### config.mk
export PLATFORM = sky130hd
export DESIGN_NAME = wishbone_master_n
export DESIGN_NICKNAME = d
export VERILOG_FILES = /design/src/rtl/wishbone_master_n_pkg.sv /design/src/rtl/wb_adres_cozucu.sv /design/src/rtl/wishbone_master_n.sv
export SDC_FILE = /design/constraint.sdc
export NUM_CORES = 1
export LEC_CHECK = 0
export ABC_AREA = 1
export CAP_MARGIN = 20
export CELL_PAD_IN_SITES_DETAIL_PLACEMENT = 0
export CELL_PAD_IN_SITES_GLOBAL_PLACEMENT = 1
export CORE_MARGIN = 5
export CORE_UTILIZATION = 25
export DETAILED_ROUTE_END_ITERATION = 8
export GPL_ROUTABILITY_DRIVEN = 1
export PLACE_DENSITY = 0.94
export SKIP_LAST_GASP = 1
export SLEW_MARGIN = 30
export SYNTH_ARGS = -nofsm -noshare
export SYNTH_HDL_FRONTEND = slang
export SYNTH_SLANG_ARGS = --single-unit
export TNS_END_PERCENT = 5
### constraint.sdc
create_clock -name clk_i -period 1.53 [get_ports clk_i]
set_input_delay 0.306 -clock clk_i [delete_from_list [all_inputs] [get_ports clk_i]]
set_output_delay 0.306 -clock clk_i [all_outputs]
set_load 0.03 [all_outputs]
### src/rtl/wishbone_master_n_pkg.sv
// wishbone_master_n_pkg: FSM states, default slave map and timeout shared by the bridge.
package wishbone_master_n_pkg;
  typedef enum logic [1:0] {WBM_IDLE, WBM_BUS, WBM_RESP} wbm_state_e;
  localparam int UART_IDX = 0;
  localparam int SPI_IDX = 1;
  localparam int PWM_IDX = 2;
  localparam logic [31:0] UART_BASE = 32'h2000_0000;
  localparam logic [31:0] SPI_BASE = 32'h2001_0000;
  localparam logic [31:0] PWM_BASE = 32'h2002_0000;
  localparam int TIMEOUT_CYC_DEF = 255;
  localparam int SAYAC_W = 16;
endpackage

### src/rtl/wb_adres_cozucu.sv
// wb_adres_cozucu: slave-index field to one-hot select plus unmapped flag.
module wb_adres_cozucu
  import wishbone_master_n_pkg::*;
#(
  parameter int SLAVE_COUNT = 3,
  parameter int SEL_W = 2
) (
  input  logic [SEL_W-1:0]       alan_i,
  output logic [SLAVE_COUNT-1:0] sec_o,
  output logic                   gecersiz_o
);
  for (genvar g = 0; g < SLAVE_COUNT; g++) begin : g_sec
    assign sec_o[g] = alan_i == SEL_W'(g);
  end
  assign gecersiz_o = {1'b0, alan_i} >= (SEL_W+1)'(SLAVE_COUNT);
endmodule

### src/rtl/wishbone_master_n.sv
// wishbone_master_n: data-bus to N-slave Wishbone B4 classic bridge.
// Define WB_TIMEOUT_EN to abort BUS cycles that go TIMEOUT_CYC cycles without ack.
module wishbone_master_n
  import wishbone_master_n_pkg::*;
#(
  parameter int SLAVE_COUNT = 3,
  parameter int SEL_LSB = 16,
  parameter int SEL_W = 2,
  parameter int ADR_W = 8,
  parameter int TIMEOUT_CYC = TIMEOUT_CYC_DEF
) (
  input  logic                      clk_i,
  input  logic                      rst_i,
  input  logic [31:0]               vy_adres_i,
  input  logic [31:0]               vy_veri_i,
  input  logic [3:0]                vy_veri_maske_i,
  input  logic                      vy_yaz_gecerli_i,
  input  logic                      vy_sec_i,
  output logic [31:0]               vy_veri_o,
  output logic                      vy_durdur_o,
  output logic                      vy_hata_o,
  output logic [ADR_W-1:0]          adr_o,
  output logic [31:0]               dat_o,
  output logic                      we_o,
  output logic [3:0]                sel_o,
  output logic                      stb_o,
  output logic [SLAVE_COUNT-1:0]    cyc_o,
  input  logic [SLAVE_COUNT-1:0]    ack_i,
  input  logic [32*SLAVE_COUNT-1:0] dat_i
);
  wbm_state_e state_q, state_d;
  logic [ADR_W-1:0] adr_q, adr_d;
  logic [31:0] dat_q, dat_d, veri_q, veri_d, okunan;
  logic [3:0] sel_q, sel_d;
  logic [SEL_W-1:0] idx_q, idx_d;
  logic [SLAVE_COUNT-1:0] cyc_q, cyc_d, giris_sec, secili;
  logic we_q, we_d, stb_q, stb_d, hata_q, hata_d;
  logic giris_gecersiz, secili_gecersiz, ack_ok, zaman_asimi, unused_bits;
  // Live decode picks BUS vs RESP at acceptance; latched decode qualifies ack and read data.
  wb_adres_cozucu #(.SLAVE_COUNT(SLAVE_COUNT), .SEL_W(SEL_W)) u_giris (
    .alan_i(vy_adres_i[SEL_LSB +: SEL_W]), .sec_o(giris_sec), .gecersiz_o(giris_gecersiz)
  );
  wb_adres_cozucu #(.SLAVE_COUNT(SLAVE_COUNT), .SEL_W(SEL_W)) u_cozucu (
    .alan_i(idx_q), .sec_o(secili), .gecersiz_o(secili_gecersiz)
  );
  assign unused_bits = ^{vy_adres_i, 32'(TIMEOUT_CYC)};
  assign ack_ok = !secili_gecersiz && |(ack_i & secili);
  always_comb begin
    okunan = '0;
    for (int i = 0; i < SLAVE_COUNT; i++) okunan |= secili[i] ? dat_i[32*i +: 32] : 32'd0;
  end
`ifdef WB_TIMEOUT_EN
  logic [SAYAC_W-1:0] sayac_q, sayac_d;
  assign sayac_d = (state_q == WBM_BUS) ? sayac_q + 1'b1 : '0;
  assign zaman_asimi = sayac_d == SAYAC_W'(TIMEOUT_CYC);
  always_ff @(posedge clk_i) sayac_q <= rst_i ? '0 : sayac_d;
`else
  assign zaman_asimi = 1'b0;
`endif
  always_comb begin
    state_d = state_q;
    adr_d = adr_q;
    dat_d = dat_q;
    sel_d = sel_q;
    we_d = we_q;
    idx_d = idx_q;
    stb_d = stb_q;
    cyc_d = cyc_q;
    veri_d = veri_q;
    hata_d = hata_q;
    if (state_q == WBM_IDLE && vy_sec_i) begin
      adr_d = vy_adres_i[ADR_W-1:0];
      dat_d = vy_veri_i;
      sel_d = vy_veri_maske_i;
      we_d = vy_yaz_gecerli_i;
      idx_d = vy_adres_i[SEL_LSB +: SEL_W];
      state_d = giris_gecersiz ? WBM_RESP : WBM_BUS;
      stb_d = !giris_gecersiz;
      cyc_d = giris_gecersiz ? '0 : giris_sec;
      veri_d = giris_gecersiz ? '0 : veri_q;
      hata_d = giris_gecersiz ? 1'b1 : hata_q;
    end else if (state_q == WBM_BUS && (ack_ok || zaman_asimi)) begin
      state_d = WBM_RESP;
      stb_d = 1'b0;
      cyc_d = '0;
      veri_d = (ack_ok && !we_q) ? okunan : '0;
      hata_d = !ack_ok;
    end else if (state_q == WBM_RESP) begin
      state_d = WBM_IDLE;
    end
  end
  always_ff @(posedge clk_i) begin
    if (rst_i) begin
      state_q <= WBM_IDLE;
      adr_q <= '0;
      dat_q <= '0;
      sel_q <= '0;
      we_q <= 1'b0;
      idx_q <= '0;
      stb_q <= 1'b0;
      cyc_q <= '0;
      veri_q <= '0;
      hata_q <= 1'b0;
    end else begin
      state_q <= state_d;
      adr_q <= adr_d;
      dat_q <= dat_d;
      sel_q <= sel_d;
      we_q <= we_d;
      idx_q <= idx_d;
      stb_q <= stb_d;
      cyc_q <= cyc_d;
      veri_q <= veri_d;
      hata_q <= hata_d;
    end
  end
  assign vy_durdur_o = (state_q == WBM_IDLE && vy_sec_i) || state_q == WBM_BUS;
  assign vy_veri_o = veri_q;
  assign vy_hata_o = hata_q;
  assign adr_o = adr_q;
  assign dat_o = dat_q;
  assign we_o = we_q;
  assign sel_o = sel_q;
  assign stb_o = stb_q;
  assign cyc_o = cyc_q;
endmodule
==> flow_metrics.tcl <==
set metrics [dict create \
    powerDensity_nw_per_um2 1040 \
    top_level_ports 254 \
    endpoint_kind "output port" \
    diodes 0 \
    portBuffers 231 \
    vias 4914 \
    cpPeakStageDelay_ns 0.73 \
    path_buf_inv 1 \
    layout_commonest_cell "clkdlybuf4s50_1" \
    wirelength_um 15300 \
    grt_max_degree 45 \
    cts_tree "yes" \
    reg2reg_from "idx_q[1]" \
    grt-ovfl-total 0 \
    hold_viol_final 0 \
    numCtsBuffers 9 \
    cts_sinks 86 \
    drt-wirelength-per-cell_um 13.6 \
    drive_above_1_share_pct 7.47 \
    syn_area_um2 4300 \
    ys_ff_latch 86 \
    finClkSkew_ns 0.00605 \
    core_um2 17100 \
    rows 48 \
    cp_cell_sequence "clkdlybuf4s50_1" \
    synthArstFlopShare_pct 0 \
    critical_path.slowest_cell "clkdlybuf4s50_1" \
    postPlaceCellArea_um2 6970 \
    yosys.area.top_type "dfxtp_1" \
    synth.area.top_cells "dfxtp_1 40%, nand3_1 19%, nor2_1 11%" \
    drv_cap 0 \
    area_growth_pct 69.0 \
    dieArea_um2 19900 \
    clk_pin_slew_ns 0.06 \
    hold_start "vy_hata_o" \
    clk_latency_ns 0.33 \
    fin_util_pct 42.6 \
    die_h_um 141 \
    yosysWarnings 0 \
    setup_slack_ns -0.163 \
    path_class "reg2out" \
    cp-start-kind "flip-flop" \
    status "complete, but fails checks" \
    syn_area_per_cell_um2 6.43 \
    worstMarginPinSlew_ns 0.409 \
    cts_resized 4 \
    h-tree-depth 3 \
    nFillCells 1789 \
    syn-num-nets 839 \
    period_share_pct 111 \
    antenna_left 0 \
    p_leak_nw 3.25 \
    register_area_um2 1720 \
    cts_setup_buffers 0 \
    rsz0062_at_grt "yes" \
    clock-root-buffer "clkbuf_16" \
    yosys.area.top_type_share_pct 40.1 \
    max_freq_mhz 591 \
    multiInputGateArea_um2 2060 \
    irDropWorstVdd_uv 463 \
    grt_pass1_vias 4890 \
    grt_first_pass_wirelength_um 24700 \
    hold_class "reg2reg" \
    grt_usage_pct 15.2 \
    place.gp.congestion 0.840 \
    synth-edff-count 0 \
    drc 0 \
    violations "setup timing" \
    period_needed_ns 1.69 \
    slew_viol_final 0 \
    max_slew_margin_pct 72.7 \
    ys_seq_area_share_pct 40.1 \
    antenna_found_initial 0 \
    reg2reg_slack_ns 0.02 \
    postSynthCellCount 668 \
    via_per_inst 4.38 \
    cts_buffer_depth 2 \
    synth_ff_type "dfxtp_1" \
    design_area_um2 7260 \
    required_ns 1.22 \
    first_iter_violations 243 \
    setup_violations 76 \
    initial_core_util_pct 25.2 \
    cp.arrival_ns 1.39 \
    critPathMaxFanout 2 \
    final_cell_mix "223 x clkdlybuf4s50_1, 167 x nand3_1, 126 x nor2_1" \
    cpLargestDelayFamily "buffers and inverters" \
    die_w_um 141 \
    final_nets 1063 \
    hpwlAfterDp_um 11500 \
    firstDrtPassIters 4 \
    startpoint "cyc_o[1]" \
    ctsHoldBuffers 0 \
    synthDistinctLibCells 22 \
]
==> report_power, final <==
group          switching (mW)  internal [mW]  leakage [nW]
combinational            1.58           1.26          2.41
sequential              0.139           2.50         0.709
clock                   0.933           1.11         0.129
==> sequential cells by signal (all words and copies together), names as in the netlist <==
| name | cells |
|---|---|
| we_o | 1 |
| state_q | 2 |
| sel_o | 4 |
| vy_veri_o | 32 |
| stb_o | 1 |
| idx_q | 2 |
| adr_o | 8 |
| cyc_o | 3 |
| dat_o | 32 |
| vy_hata_o | 1 |
==> final timing paths <==
| path | cells past startpoint | end |
|---|---|---|
| setup reg to reg | 8 | vy_veri_o[22] |
| hold / removal | 2 | vy_hata_o |
| hold reg to reg | 2 | vy_hata_o |
| setup / recovery | 1 | cyc_o[1] |
==> cell usage after synthesis (2+ instances only) <==
cell type / instances
clkbuf_1: 25
buf_2: 17
a211oi_1: 2
inv_2: 8
inv_1: 58
o21ai_0: 46
clkinv_1: 6
nand3_1: 167
buf_6: 4
nand2_1: 103
nand2_2: 3
nor2_1: 126
buf_4: 4
dfxtp_1: 86
a21oi_1: 6
==> worst min-delay path, stage by stage (launching register included) <==
cell	delay [ns]
dfxtp_1	0.33
o21ai_1	0.07
inv_1	0.04
==> per-stage QoR <==
stage	TNS, ns	cells	setup slack (ns)	hold WS, ns	power (mW)
floorplan	0	668	0.0610	0.453	4.25
finish	-9.35	1122	-0.163	0.468	7.52
CTS	-12.11	1122	-0.200	0.472	7.64
detailed placement	-4.85	1106	-0.141	0.445	5.55
global route	-16.88	1122	-0.206	0.507	8.02
global placement	-3.74	1106	-0.125	0.442	5.53
==> cells by family (layout without fill, tap and decap cells) <==
group           count (synthesis)  in the layout  synth area share (%)
flops                          86             86                  40.1
simple gates                  403            403                  40.9
buf+inv                       123            352                  12.3
compound gates                 56             56                  6.72
==> metal layers <==
layer  global-route usage (%)  routed length [µm]
met3                     3.77                1120
met5                        0                   0
met4                     6.68                 486
met1                     17.4                6290
met2                     26.8                7400
==> area by class of cell <==
class                   count  area share, %
clock buffers              10           3.15
clock inverters             6          0.637
inverters                  72           3.72
multi-input cells         459           28.4
flip-flops and latches     86           23.7
well taps                 225           3.88
repair buffers            264           36.5
(Power assumes the default switching activity.)
